==> src/rtl/instruction_fetch_if.sv <==
// Fetch-side bundle between the fetch unit, instruction memory and decode.
// master: the fetch unit. slave: the memory/decode side that feeds it.
interface instruction_fetch_if #(
    parameter int COUNT_W = 16
);
    logic [31:0]        pc;
    logic [31:0]        instruction;
    logic               stall;
    logic               redirect;
    logic [31:0]        redirect_pc;
    logic [31:0]        ir;
    logic [31:0]        ir_pc;
    logic               ir_valid;
    logic               ir_ready;
    logic               fault;
    logic [COUNT_W-1:0] fetch_count;

    modport master (
        output pc,
        output ir,
        output ir_pc,
        output ir_valid,
        output fault,
        output fetch_count,
        input  instruction,
        input  stall,
        input  redirect,
        input  redirect_pc,
        input  ir_ready
    );

    modport slave (
        input  pc,
        input  ir,
        input  ir_pc,
        input  ir_valid,
        input  fault,
        input  fetch_count,
        output instruction,
        output stall,
        output redirect,
        output redirect_pc,
        output ir_ready
    );
endinterface

==> src/rtl/instruction_fetch.sv <==
// Instruction fetch unit: holds the PC, captures the word the memory returns
// for it into ir/ir_pc, and hands it to decode with a valid/ready handshake.
// Supports stall, branch/jump redirect and a sticky misaligned-target fault.
module instruction_fetch #(
    parameter logic [31:0] RESET_PC = 32'h0000_0000,
    parameter int          COUNT_W  = 16
) (
    input  logic                clk,
    input  logic                rst,
    instruction_fetch_if.master bus
);

    typedef enum logic [1:0] {
        ST_IDLE  = 2'b00,
        ST_FETCH = 2'b01,
        ST_FAULT = 2'b10
    } state_t;

    // Low address bits are forced to zero so pc[1:0] can never be non-zero.
    localparam logic [31:0]        RESET_PC_W = {RESET_PC[31:2], 2'b00};
    localparam logic [31:0]        PC_STEP    = 32'h0000_0004;
    localparam logic [COUNT_W-1:0] CNT_ZERO   = {COUNT_W{1'b0}};
    localparam logic [COUNT_W-1:0] CNT_ONE    = {{(COUNT_W-1){1'b0}}, 1'b1};
    localparam logic [COUNT_W-1:0] CNT_MAX    = {COUNT_W{1'b1}};

    // A target is usable only when it is word aligned.
    function automatic logic is_aligned(input logic [31:0] addr);
        return (addr[1:0] == 2'b00);
    endfunction

    // Counter increment that sticks at all-ones instead of wrapping.
    function automatic logic [COUNT_W-1:0] sat_inc(input logic [COUNT_W-1:0] cnt);
        logic [COUNT_W-1:0] res;
        if (cnt == CNT_MAX) begin
            res = CNT_MAX;
        end else begin
            res = cnt + CNT_ONE;
        end
        return res;
    endfunction

    state_t             state_r;
    state_t             state_nxt_s;
    logic [31:0]        pc_r;
    logic [31:0]        pc_nxt_s;
    logic [31:0]        ir_r;
    logic [31:0]        ir_nxt_s;
    logic [31:0]        ir_pc_r;
    logic [31:0]        ir_pc_nxt_s;
    logic               ir_valid_r;
    logic               ir_valid_nxt_s;
    logic               fault_r;
    logic               fault_nxt_s;
    logic [COUNT_W-1:0] count_r;
    logic [COUNT_W-1:0] count_nxt_s;

    logic               redirect_ok_s;
    logic               redirect_bad_s;
    logic               capture_s;
    logic               accept_only_s;

    // Decode the per-cycle fetch decision; redirect outranks everything else.
    always_comb begin
        redirect_ok_s  = bus.redirect && is_aligned(bus.redirect_pc);
        redirect_bad_s = bus.redirect && !is_aligned(bus.redirect_pc);
        capture_s      = !bus.redirect && !bus.stall && (!ir_valid_r || bus.ir_ready);
        accept_only_s  = !bus.redirect && bus.stall && ir_valid_r && bus.ir_ready;
    end

    // State register.
    always_ff @(posedge clk or negedge rst) begin
        if (!rst) begin
            state_r <= ST_IDLE;
        end else begin
            state_r <= state_nxt_s;
        end
    end

    // Next-state logic: IDLE lasts one cycle; a misaligned redirect traps in FAULT.
    always_comb begin
        state_nxt_s = state_r;
        case (state_r)
            ST_IDLE: begin
                if (redirect_bad_s) begin
                    state_nxt_s = ST_FAULT;
                end else begin
                    state_nxt_s = ST_FETCH;
                end
            end
            ST_FETCH: begin
                if (redirect_bad_s) begin
                    state_nxt_s = ST_FAULT;
                end else begin
                    state_nxt_s = ST_FETCH;
                end
            end
            ST_FAULT: begin
                state_nxt_s = ST_FAULT;
            end
            default: begin
                state_nxt_s = ST_IDLE;
            end
        endcase
    end

    // Output/datapath next values for each state.
    always_comb begin
        pc_nxt_s       = pc_r;
        ir_nxt_s       = ir_r;
        ir_pc_nxt_s    = ir_pc_r;
        ir_valid_nxt_s = ir_valid_r;
        fault_nxt_s    = fault_r;
        count_nxt_s    = count_r;
        case (state_r)
            ST_IDLE: begin
                // Memory is still settling on the reset PC: never capture here.
                if (redirect_ok_s) begin
                    pc_nxt_s       = {bus.redirect_pc[31:2], 2'b00};
                    ir_valid_nxt_s = 1'b0;
                end else if (redirect_bad_s) begin
                    fault_nxt_s    = 1'b1;
                    ir_valid_nxt_s = 1'b0;
                end else begin
                    pc_nxt_s       = pc_r;
                end
            end
            ST_FETCH: begin
                if (redirect_ok_s) begin
                    // Flush: the word currently on the memory port is dropped.
                    pc_nxt_s       = {bus.redirect_pc[31:2], 2'b00};
                    ir_valid_nxt_s = 1'b0;
                end else if (redirect_bad_s) begin
                    fault_nxt_s    = 1'b1;
                    ir_valid_nxt_s = 1'b0;
                end else if (capture_s) begin
                    ir_nxt_s       = bus.instruction;
                    ir_pc_nxt_s    = pc_r;
                    ir_valid_nxt_s = 1'b1;
                    pc_nxt_s       = pc_r + PC_STEP;
                    count_nxt_s    = sat_inc(count_r);
                end else if (accept_only_s) begin
                    // Decode took ir while stalled: drain it, keep the PC.
                    ir_valid_nxt_s = 1'b0;
                end else begin
                    pc_nxt_s       = pc_r;
                end
            end
            ST_FAULT: begin
                // Frozen until reset; all inputs ignored.
                pc_nxt_s = pc_r;
            end
            default: begin
                pc_nxt_s = pc_r;
            end
        endcase
    end

    // Datapath registers.
    always_ff @(posedge clk or negedge rst) begin
        if (!rst) begin
            pc_r       <= RESET_PC_W;
            ir_r       <= 32'h0000_0000;
            ir_pc_r    <= 32'h0000_0000;
            ir_valid_r <= 1'b0;
            fault_r    <= 1'b0;
            count_r    <= CNT_ZERO;
        end else begin
            pc_r       <= pc_nxt_s;
            ir_r       <= ir_nxt_s;
            ir_pc_r    <= ir_pc_nxt_s;
            ir_valid_r <= ir_valid_nxt_s;
            fault_r    <= fault_nxt_s;
            count_r    <= count_nxt_s;
        end
    end

    assign bus.pc          = pc_r;
    assign bus.ir          = ir_r;
    assign bus.ir_pc       = ir_pc_r;
    assign bus.ir_valid    = ir_valid_r;
    assign bus.fault       = fault_r;
    assign bus.fetch_count = count_r;

endmodule

==> src/flat_wrapper.sv <==
// flat-port wrapper written by rule: the top's interface ports become plain ports
module instruction_fetch_flat 
#(
    parameter logic [31:0] RESET_PC = 32'h0000_0000,
    parameter int          COUNT_W  = 16
)
  (clk, rst, bus_pc, bus_ir, bus_ir_pc, bus_ir_valid, bus_fault, bus_fetch_count, bus_instruction, bus_stall, bus_redirect, bus_redirect_pc, bus_ir_ready);
  instruction_fetch_if #(.COUNT_W(COUNT_W)) bus_i ();
  input  logic clk;
  input  logic rst;
  output wire logic [$bits(bus_i.pc)-1:0] bus_pc;
  output wire logic [$bits(bus_i.ir)-1:0] bus_ir;
  output wire logic [$bits(bus_i.ir_pc)-1:0] bus_ir_pc;
  output wire logic [$bits(bus_i.ir_valid)-1:0] bus_ir_valid;
  output wire logic [$bits(bus_i.fault)-1:0] bus_fault;
  output wire logic [$bits(bus_i.fetch_count)-1:0] bus_fetch_count;
  input wire logic [$bits(bus_i.instruction)-1:0] bus_instruction;
  input wire logic [$bits(bus_i.stall)-1:0] bus_stall;
  input wire logic [$bits(bus_i.redirect)-1:0] bus_redirect;
  input wire logic [$bits(bus_i.redirect_pc)-1:0] bus_redirect_pc;
  input wire logic [$bits(bus_i.ir_ready)-1:0] bus_ir_ready;
  assign bus_pc = bus_i.pc;
  assign bus_ir = bus_i.ir;
  assign bus_ir_pc = bus_i.ir_pc;
  assign bus_ir_valid = bus_i.ir_valid;
  assign bus_fault = bus_i.fault;
  assign bus_fetch_count = bus_i.fetch_count;
  assign bus_i.instruction = bus_instruction;
  assign bus_i.stall = bus_stall;
  assign bus_i.redirect = bus_redirect;
  assign bus_i.redirect_pc = bus_redirect_pc;
  assign bus_i.ir_ready = bus_ir_ready;
  instruction_fetch #(.RESET_PC(RESET_PC), .COUNT_W(COUNT_W)) u_core (.clk(clk), .rst(rst), .bus(bus_i));
endmodule
==> config.mk <==
export PLATFORM = sky130hd
export DESIGN_NAME = instruction_fetch_flat
export DESIGN_NICKNAME = d
export VERILOG_FILES = /design/src/rtl/instruction_fetch_if.sv /design/src/rtl/instruction_fetch.sv /design/src/flat_wrapper.sv
export SDC_FILE = /design/constraint.sdc
export NUM_CORES = 1
export LEC_CHECK = 0
export BUFFER_PORTS_ARGS = -buffer_cell sky130_fd_sc_hd__buf_2
export CORE_UTILIZATION = 45
export CTS_CLUSTER_DIAMETER = 50
export DETAILED_ROUTE_END_ITERATION = 8
export PLACE_DENSITY_LB_ADDON = 0.08
export SYNTH_ARGS = -nofsm -noshare
export SYNTH_HDL_FRONTEND = slang
export SYNTH_SLANG_ARGS = --single-unit
==> constraint.sdc <==
create_clock -name clk -period 2.06 [get_ports clk]
set_clock_uncertainty 0.05 [all_clocks]
set_input_delay 0.412 -clock clk [delete_from_list [all_inputs] [get_ports clk]]
set_output_delay 0.412 -clock clk [all_outputs]
set_load 0.005 [all_outputs]
==> impl_results.md, run 1 <==
* Outcome: completed
* Largest family of logic cells by synthesized area: simple AND/OR/NAND/NOR gates
* P_sw at 2.96 mW
* Area leader, netlist: dfrtp_1
* Area Growth Syn to Fin at 31.0%
* Final period utilization at 94.1%
* CP required at about 2.2 ns
* Max clock buf depth at 2
* Largest net degree at the start of global routing at 46
* Sequential element share of the synthesized area at about 53%
* DIE AREA at between 10000 and 15000 um^2
* Final setup fails at 0
* Critical path arrival at 2.12 ns
* Drt drc at 0
* Synth Area in Compound Gates at 12.5%
* Share of layout cells above drive strength 1 at 44.7%
* Core box area at 11400 um^2
* Commonest register cell after synthesis: dfrtp_1
* Clock sink count at 112
* Die height at roughly 110 um
* Worst Setup EP: u_core.bus.fetch_count[15]
* Clock latency on the worst-skew pair at 0.35 ns
* Clock share of power at 20.3%
* Reg2reg end: u_core.bus.fetch_count[15]
* Leak at approximately 3.4 nW
* Pint at a little under 6 mW
* GP Congestion at roughly 0.83
* Postcts setup bufs at 0
* GR Util met3 at between 4 and 5%
* Unrepaired setup endpoints after global routing: false
* Worst R2R Start: u_core.state_r[0]
* WL final at 13.2 mm
* Share of the synthesized area in the top cell type at 53.2%
* Total CTS buffers at 9
* Combinational power share at 35.3%
* Avg Synthesized Cell Area at 11.2 um^2
* Vias in the first global route at 4193
* Crit path largest cell delay at 0.43 ns
* Initial core utilization at 46.1%
* First-pass GRT wire length at 20.5 mm
* FF-to-FF path depth at 5
* Mapped cell area at 5270 um^2
* Vias post-DR at about 4500
* Fmax at 516 MHz
* Die X-Extent at 110 um
* IO buf count at about 180
* DR WL/cell at 16.1 um
* Max-cap viol count at 0
* Switching Fraction at 33.5%
* Synth cell types at 58
* M2 GR Usage at 34.6%
* Final Hold Fails at 0
* Met1 GRT Util at 30.0%
* Adder-cell share of the synthesized area at less than 1%
* Yosys warnings at 0
* PnR worst setup slack at 0.122 ns
* Place WS at 0.0160 ns
* Tmin final at 1.94 ns
* DRT Pass-1 Iters at 4
* Antenna-violating nets left at 0
* Final TNS setup at 0 ns
* Initial DRC Count at 211
* Max-slew violation count at 0
* Nets at between 700 and 800
* Mux cell area share after synthesis at 14.6%
* Clock H-tree levels at 3
* All-Layer GR Usage at 22.1%
* Slowest cell on crit path: or3b_4
* GRT Max-Usage Layer: met2
* Global route overflow at 0
* HPWL after DPL at 9.56 mm
* CTS tree: yes
* Via/cell ratio at approximately 5.5
* Post-Synth XOR/XNOR Area at 0.831%
* Critical Path Fanout Max at 5
* Antenna violations before repair at 0
* Syn Inst Count at 472
* Peak VDD IR at 0.648 mV
* Area contributors post-synth: dfrtp_1 (53%), mux2_2 (13%), a21oi_1 (3.3%)
* Ys async rst share at between 90% and 100%
* Critical path cell sequence: or3b_4 -> nor4_4 -> and3_1 -> nand3_1 -> mux2_1
* Critical Path Source: u_core.state_r[0]
* Pwr dens at 1280 nW/um^2
* Reg clk slew, reported paths at 0.07 ns
* Crit end category: flop
* Crit path kind: flop to flop
* EDFF count, synth at 0
* Number of synthesized register bits at approximately 110
* # IOs at 183
* # rows at 39
* Crit start category: flop
* Clock root cell: clkbuf_16
* Seq pwr share at 44.4%
* Hold Crit Class: input pin to flop
* Reg2reg setup slack at about 0.12 ns
* Synth Area in Simple Gates at 15.0%
## worst max-delay path: cells and delay by family (launching register included)
kind,cells,cell delay (ns)
AND/OR/NAND/NOR,4,1.05
flip-flops,1,0.40
multiplexers,1,0.32
## synthesized netlist by cell type, types with 3 or more instances
cell,number
a211oi_1,4
a21oi_1,35
a22oi_1,3
a2bb2oi_1,7
a31oi_1,8
and2_1,3
and3_1,10
and4_1,5
buf_1,3
buf_2,5
buf_4,6
clkbuf_1,13
dfrtp_1,112
inv_1,7
mux2_2,62
mux2i_1,6
nand2_1,39
nand2b_1,3
nand3_1,22
nand4_1,13
nor2_1,26
nor2b_1,3
nor3_1,7
nor4_2,3
o21ai_0,18
o22a_1,4
o22ai_1,5
xor2_1,5
## through the flow
step / total power [mW] / instance area [um^2] / instances / hold WS, ns / util, %
floorplan: 5.41 / 5280 / 475 / 0.0664 / -
global placement: 6.97 / 6580 / 801 / 0.328 / 57.6
detailed placement: 7.09 / 6580 / 801 / 0.340 / 57.6
CTS: 8.92 / 6890 / 816 / 0.232 / 60.4
global route: 9.48 / 6900 / 816 / 0.237 / 60.4
finish: 8.84 / 6900 / 817 / 0.242 / 60.5
## state kept, by name (all words and copies together) (netlist names)
name and flops:
u_core.bus.fault 1, u_core.bus.ir 32, u_core.bus.ir_pc 30, u_core.bus.pc 30
u_core.bus.ir_valid 1, u_core.bus.fetch_count 16, u_core.state_r 2
## layout by cell type, fill, tap and decap left out, types with 5 or more instances in the layout
cell type | netlist | routed
inv_1 | 7 | 7
and4_1 | 5 | 5
dfrtp_1 | 112 | 112
mux2i_1 | 6 | 6
a2bb2oi_1 | 7 | 7
a21oi_1 | 35 | 34
nand4_1 | 13 | 13
xor2_1 | 5 | 5
o22ai_1 | 5 | 5
nand3_1 | 22 | 21
nand2_1 | 39 | 39
buf_2 | 5 | 177
o21ai_0 | 18 | 18
buf_12 | 0 | 7
nor3_1 | 7 | 7
nor2_1 | 26 | 26
buf_4 | 6 | 28
a31oi_1 | 8 | 7
mux2_2 | 62 | 62
and3_1 | 10 | 10
clkbuf_16 | 0 | 9
## layout make-up
type | count | area (um^2)
Sequential cell | 112 | 2800
Timing Repair Buffer | 213 | 1250
Clock inverter | 2 | 38.8
Tap cell | 143 | 179
Multi-Input combinational cell | 327 | 2340
Clock buffer | 12 | 267
Fill cell | 1005 | 4520
Antenna cell | 1 | 2.50
Inverter | 7 | 26.3
## per-layer routing
layer  up-vias  wire [um]
li1       2134          -
met1      2202       5900
met2       146       6230
met3        21        793
met4         0        246
met5         -          0
## repair_timing
action                                  CTS  global route
endpoints found under the setup margin    0             6
hold buffers                              1             0
endpoints found under the hold margin    30             0
gates resized for setup                   0             1
## cell families after synthesis
kind of cell / after synthesis
buffers and inverters: 36
xor gates and xnor gates: 5
adders and majority gates: 2
muxes: 69
and+or+nand+nor: 144
DFF: 112
other: 1
AOI/OAI and AO/OA: 103
## power by group through the flow
stage	clock [mW]	sequential, mW	combinational, mW
2_1_floorplan	0	3.93	1.48
3_3_place_gp	0	3.88	3.09
3_5_place_dp	0	3.95	3.14
4_1_cts	1.85	3.91	3.16
5_1_grt	1.92	4.08	3.48
6_report	1.80	3.93	3.12
## worst min path at each step
stage / slack [ns] / end / start / cells past startpoint
after detailed placement: 0.34 / u_core.bus.fetch_count[13] / rst / 1
after global routing: 0.24 / u_core.bus.ir[26] / bus_instruction[26] / 2
after global placement: 0.33 / u_core.bus.fetch_count[13] / rst / 1
final: 0.24 / u_core.bus.ir[4] / bus_instruction[4] / 2
after CTS: 0.23 / u_core.bus.ir[13] / bus_instruction[13] / 2
after floorplan: 0.07 / u_core.bus.fault / rst / 0
Note: power is estimated with default switching activity, not from simulation.
==> run 2, diff against run 1 <==
==> constraint.sdc (replaced) <==
create_clock -name clk -period 2.06 [get_ports clk]
set_clock_uncertainty 0.05 [all_clocks]
set_input_delay 0.103 -clock clk [delete_from_list [all_inputs] [get_ports clk]]
set_output_delay 0.103 -clock clk [all_outputs]
set_load 0.005 [all_outputs]
==> run 2 against run 1 <==
Sequential share of layout area shrank 1.9 points. Via count is 3.6% higher. Fmax increased by 0.63%. Sequential power decreased by 1%.
==> impl_results.md, run 2 (synthesized netlist as in run 1, its figures left out) <==
* Outcome: completed
* Pwr dens at 1220 nW/um^2
* Antenna-violating nets left at 0
* Slowest cell on crit path: or3b_4
* Slew margin rel. at 56.8%
* Crit start category: flop
* CP required at around 2.2 ns
* Area Growth Syn to Fin at 37.4%
* Max-cap viol count at 0
* Via/cell ratio at 5.45
* Max clock buf depth at 2
* Share of layout cells above drive strength 1 at 42.6%
* Critical path cell sequence: or3b_4 -> nor4_4 -> and3_1 -> nand3_1 -> mux2_1
* Antenna violations before repair at 0
* Max-slew violation count at 0
* Clock latency on the worst-skew pair at 0.35 ns
* Crit path kind: flop to flop
* Critical Path Fanout Max at 5
* CTS tree: yes
* Worst hold margin at 0.0151 ns
* Die X-Extent at 110 um
* First-pass GRT wire length at 21.5 mm
* WL final at 13.6 mm
* Core box area at about 11000 um^2
* Fmax at 519 MHz
* Non-Filler Instances at 855
* # rows at 39
* Register area at 2800 um^2
* All-Layer GR Usage at 23.2%
* Vias in the first global route at around 4400
* HPWL after DPL at about 9.4 mm
* Most frequent cells in the layout: buf_2 (177), dfrtp_1 (112), mux2_2 (62)
* Total chip power at 8.82 mW
* Critical path arrival at around 2.1 ns
* IO buf count at 178
* Tmin final at a little under 2 ns
* GP Congestion at 0.831
* Largest register FFs at 32
* Global route overflow at 0
* Drt drc at 0
* Least-Margin Pin Slew at ~0.65 ns
* Initial core utilization at between 40% and 50%
* Multi-input gate area at around 2300 um^2
* Inst Count DP at 800
* Die height at 110 um
* DIE AREA at 12100 um^2
* Vias post-DR at roughly 4700
* # IOs at 183
* Reg clk slew, reported paths at 0.07 ns
* Clock sink count at 112
* Total CTS buffers at 9
* Hold Crit Class: input pin to flop
* Util after Layout at 63.4%
* Final TNS setup at 0 ns
* Diodes inserted at 0
* Initial DRC Count at about 210
* Final Hold Fails at 0
* DRT Pass-1 Iters at 5
* Crit path largest cell delay at approximately 0.43 ns
* Leak at 3.49 nW
* DR WL/cell at 15.9 um
* Crit end category: flop
* Clock H-tree levels at 3
* Unrepaired setup endpoints after global routing: true
* Fillers at 939
* Commonest non-fill, non-tap cell in the layout: buf_2
* Final setup fails at 0
* Final period utilization at 93.5%
* Clock root cell: clkbuf_16
* Nets at 778
* Largest net degree at the start of global routing at 43
* Peak VDD IR at 0.711 mV
==> run 2: worst paths after layout <==
check,start,to,slack [ns],cells after the start
hold reg to reg,u_core.bus.ir_pc[23],u_core.bus.ir_pc[23],0.45,1
setup / recovery,u_core.state_r[0],u_core.bus.fetch_count[15],0.13,5
min in group asynchronous,rst,u_core.bus.fetch_count[13],0.20,2
hold / removal,bus_redirect_pc[18],u_core.bus.pc[18],0.02,3
setup reg to reg,u_core.state_r[0],u_core.bus.fetch_count[15],0.13,5
max in group asynchronous,rst,u_core.bus.pc[10],1.17,3
==> run 2: layout make-up <==
class,instances,area share [%]
Clock inverter,2,0.173
Tap cell,143,2.47
Timing Repair Buffer,250,22.0
Multi-Input combinational cell,327,32.5
Inverter,7,0.363
Sequential cell,112,38.7
Clock buffer,14,3.79
==> run 2: what timing repair did <==
action / in CTS / in global routing
hold buffers: 39 / 0
hold endpoints to repair: 70 / 0
buffers inserted: 0 / 0
gates resized for setup: 0 / 5
endpoints found under the setup margin: 0 / 10
==> run 2: stage by stage <==
stage	setup slack (ns)	area (um^2)
6_report	0.134	7240
5_1_grt	-0.0109	7240
4_1_cts	0.0547	7220
3_5_place_dp	0.0960	6540
3_3_place_gp	0.186	6540
2_1_floorplan	0.102	5280
==> run 2: layer usage <==
| metal | up-vias | track usage (%) | wire length, um |
|---|---|---|---|
| met4 | 0 | 9.87 | 306 |
| met1 | 2281 | 31.1 | 6050 |
| met3 | 21 | 5.11 | 930 |
| li1 | 2203 | - | - |
| met5 | - | 0 | 0 |
| met2 | 159 | 36.5 | 6300 |
==> run 2: report_power, final <==
part,leakage [nW],internal (mW),total [mW],switching (mW)
Sequential,1.38,3.14,3.89,0.753
Clock,0.139,0.920,1.70,0.777
Combinational,1.98,1.76,3.24,1.48
Total,3.49,5.81,8.82,3.01
==> run 2: critical path, delay by kind of cell (launching register included) <==
family | cells | cell delay [ns]
AND/OR/NAND/NOR | 4 | 1.02
multiplexers | 1 | 0.32
flip-flops | 1 | 0.41
==> run 3, diff against run 2 <==
--- a/config.mk
+++ b/config.mk
@@ -5,8 +5,9 @@
 export SDC_FILE = /design/constraint.sdc
 export NUM_CORES = 1
 export LEC_CHECK = 0
+export ABC_AREA = 1
 export BUFFER_PORTS_ARGS = -buffer_cell sky130_fd_sc_hd__buf_2
-export CORE_UTILIZATION = 45
+export CORE_UTILIZATION = 47
 export CTS_CLUSTER_DIAMETER = 50
 export DETAILED_ROUTE_END_ITERATION = 8
 export PLACE_DENSITY_LB_ADDON = 0.08
==> run 3 against run 2 <==
Via count is 23% higher. Count of clock-buffer cells in the layout stayed put. First-iteration DRC count grew 83%. Total power up 0.92%. Largest power group unchanged.
==> impl_results.md, run 3 <==
* Hold_sp: bus_redirect_pc[13]
* Post-CTS Hold Fix Bufs at 38
* EDFF count, synth at 0
* Clock sink count at around 110
* Register area at between 2000 and 3000 um^2
* Pwr dens at 1180 nW/um^2
* Final Hold Fails at 0
* Nets at 1071
* Final period utilization at 88.0%
* Top post-synthesis cells by count: nand2_1 (332), dfrtp_1 (112), inv_1 (63), nand3_1 (57), o21ai_0 (55)
* Commonest register cell after synthesis: dfrtp_1
* Mapped cell area at between 5000 and 6000 um^2
* Largest net degree at the start of global routing at 65
* Clock H-tree levels at 3
* Fin area at roughly 7600 um^2
* Crit path largest cell delay at between 0.4 and 0.5 ns
* Vias in the first global route at 5267
* Antenna-violating nets left at 0
* Reg2reg setup slack at 0.25 ns
* Total CTS buffers at 9
* Largest register FFs at 32
* Worst Hold Path EP: u_core.bus.pc[13]
* HPWL after DPL at 11.8 mm
* Hold Path Depth at 4
* Critical path cell sequence: ha_1 -> nand2_1 -> nor2_2 -> nand2_2 -> inv_1 -> nand2_1 -> nand2_1 -> nand3_1 -> nand2_1 -> nand2_1
* Leak at 4.05 nW
* Kind of cell adding the most delay to the critical path: simple AND/OR/NAND/NOR gates
* Synth cell types at 31
* Die X-Extent at 113 um
* WL final at 16.4 mm
* Final TNS setup at 0 ns
* Max clock buf depth at 2
* Combinational power share at 35.9%
* Peak VDD IR at 0.513 mV
* Multi-input gate area at 2600 um^2
* Avg Synthesized Cell Area at 7.39 um^2
* Commonest non-fill, non-tap cell in the layout: nand2_1
* Pint at 5.45 mW
* Initial core utilization at 48.4%
* Yosys warnings at 0
* Syn Inst Count at between 700 and 800
* Final setup fails at 0
* Via/cell ratio at 4.91
* First-pass GRT wire length at 26.3 mm
* Drt drc at 0
* Fillers at around 1100
* Reg2reg end: u_core.bus.pc[26]
* Global route overflow at 0
* Seq pwr share at 44.1%
* Clock root cell: clkbuf_16
* Crit start category: flop
* Post-DP Area at 6890 um^2
* Crit path kind: flop to flop
* Outcome: completed
* Share of layout cells above drive strength 1 at 23.8%
* Most frequent cells in the layout: nand2_1 (332), buf_2 (177), dfrtp_1 (112)
* Area leader, netlist: dfrtp_1
* Max-cap viol count at 0
* Unrepaired setup endpoints after global routing: false
* Sequential element share of the synthesized area at about half
* Area contributors post-synth: dfrtp_1 (48%), nand2_1 (21%), nand3_1 (4.9%)
* Hold Crit Class: input pin to flop
* Antenna violations before repair at 0
* Reg clk slew, reported paths at 0.07 ns
* Max-slew violation count at 0
* Fmax at about 550 MHz
* Ys async rst share at 100%
* Cell repeated most along the worst path: nand2_1
* Critical path arrival at 2.02 ns
* Diodes inserted at 0
* # IOs at 183
* CP required at 2.26 ns
* Slowest cell on crit path: dfrtp_1
* P_sw at roughly 3.5 mW
* All-Layer GR Usage at a little over a quarter
* IO buf count at approximately 180
* Core box area at between 10000 and 15000 um^2
* Initial DRC Count at 378
* Critical Path Fanout Max at 6
* # rows at 40
* Area Growth Syn to Fin at 29.5%
* Worst Path Buf+Inv at 1
* Clock share of power at 20.0%
* Die height at 113 um
* DR WL/cell at 14.0 um
* Switching Fraction at 38.8%
* Tmin final at 1.81 ns
* Share of the synthesized area in the top cell type at about half
* DIE AREA at 12900 um^2
* # resized after CTS at 0
* Number of synthesized register bits at around 110
* GP Congestion at 0.885
* FF-to-FF path depth at 10
* Worst R2R Start: u_core.bus.pc[3]
* Postcts setup bufs at 0
* CTS tree: yes
* DRT Pass-1 Iters at 5
* Clock latency on the worst-skew pair at 0.35 ns
* Vias post-DR at 5760
* Most common cell in the netlist: nand2_1
* Crit end category: flop
[run 3: layout make-up]
cell class / instances / share of cell area (%)
sequential: 112 / 37.1
multi-input combinational: 582 / 34.4
timing repair buffer: 228 / 18.5
clock buffer: 14 / 3.36
inverter: 67 / 3.33
tap: 168 / 2.78
clock inverter: 2 / 0.513
[run 3: how the worst max path moves through the flow]
stage / start / end / slack, ns / cells after the start
detailed placement: u_core.bus.pc[3] / u_core.bus.pc[26] / 0.31 / 10
floorplan: u_core.bus.pc[3] / u_core.bus.pc[28] / 0.56 / 10
global route: u_core.bus.pc[3] / u_core.bus.pc[20] / 0.04 / 9
finish: u_core.bus.pc[3] / u_core.bus.pc[26] / 0.25 / 10
global placement: u_core.bus.pc[3] / u_core.bus.pc[16] / 0.38 / 8
CTS: u_core.bus.pc[3] / u_core.bus.pc[30] / 0.30 / 10
[run 3: per-layer routing]
layer  up-vias  track usage, %  share of wire [%]
met3        13            3.93                6.0
met1      2644            35.6                 47
li1       2901               -                  -
met2       202            43.1                 46
met4         0            8.07                1.3
met5         -               0                  0
[run 3: worst min-delay path, stage by stage]
cell and delay [ns]:
buf_2 0.07, or2_2 0.09, nand3_1 0.07, nand2_1 0.05
[run 3: kinds of logic after synthesis]
group           share of synthesized area [%]
other cells                            0.0642
compound gates                           6.90
flops                                    48.0
buf+inv                                  7.76
fa+ha+maj                               0.429
xor+xnor                                 1.05
simple gates                             35.8
[run 3: power by group through the flow]
stage	combinational, mW	clock (mW)	sequential (mW)
after floorplan	1.69	0	3.86
after global placement	3.13	0	3.93
after detailed placement	3.16	0	3.95
after CTS	3.23	1.80	3.92
after global routing	3.64	1.89	4.05
final	3.20	1.78	3.93
[run 3: metrics by stage]
step	hold WS [ns]	instances	worst slack (ns)	power [mW]	utilization [%]
floorplan	-0.243	793	0.557	5.56	-
global placement	0.0206	1119	0.385	7.07	57.1
detailed placement	0.0217	1119	0.310	7.11	57.1
CTS	0.000190	1173	0.297	8.95	62.7
global route	0.0239	1173	0.0377	9.58	62.7
finish	0.00669	1173	0.247	8.90	62.7
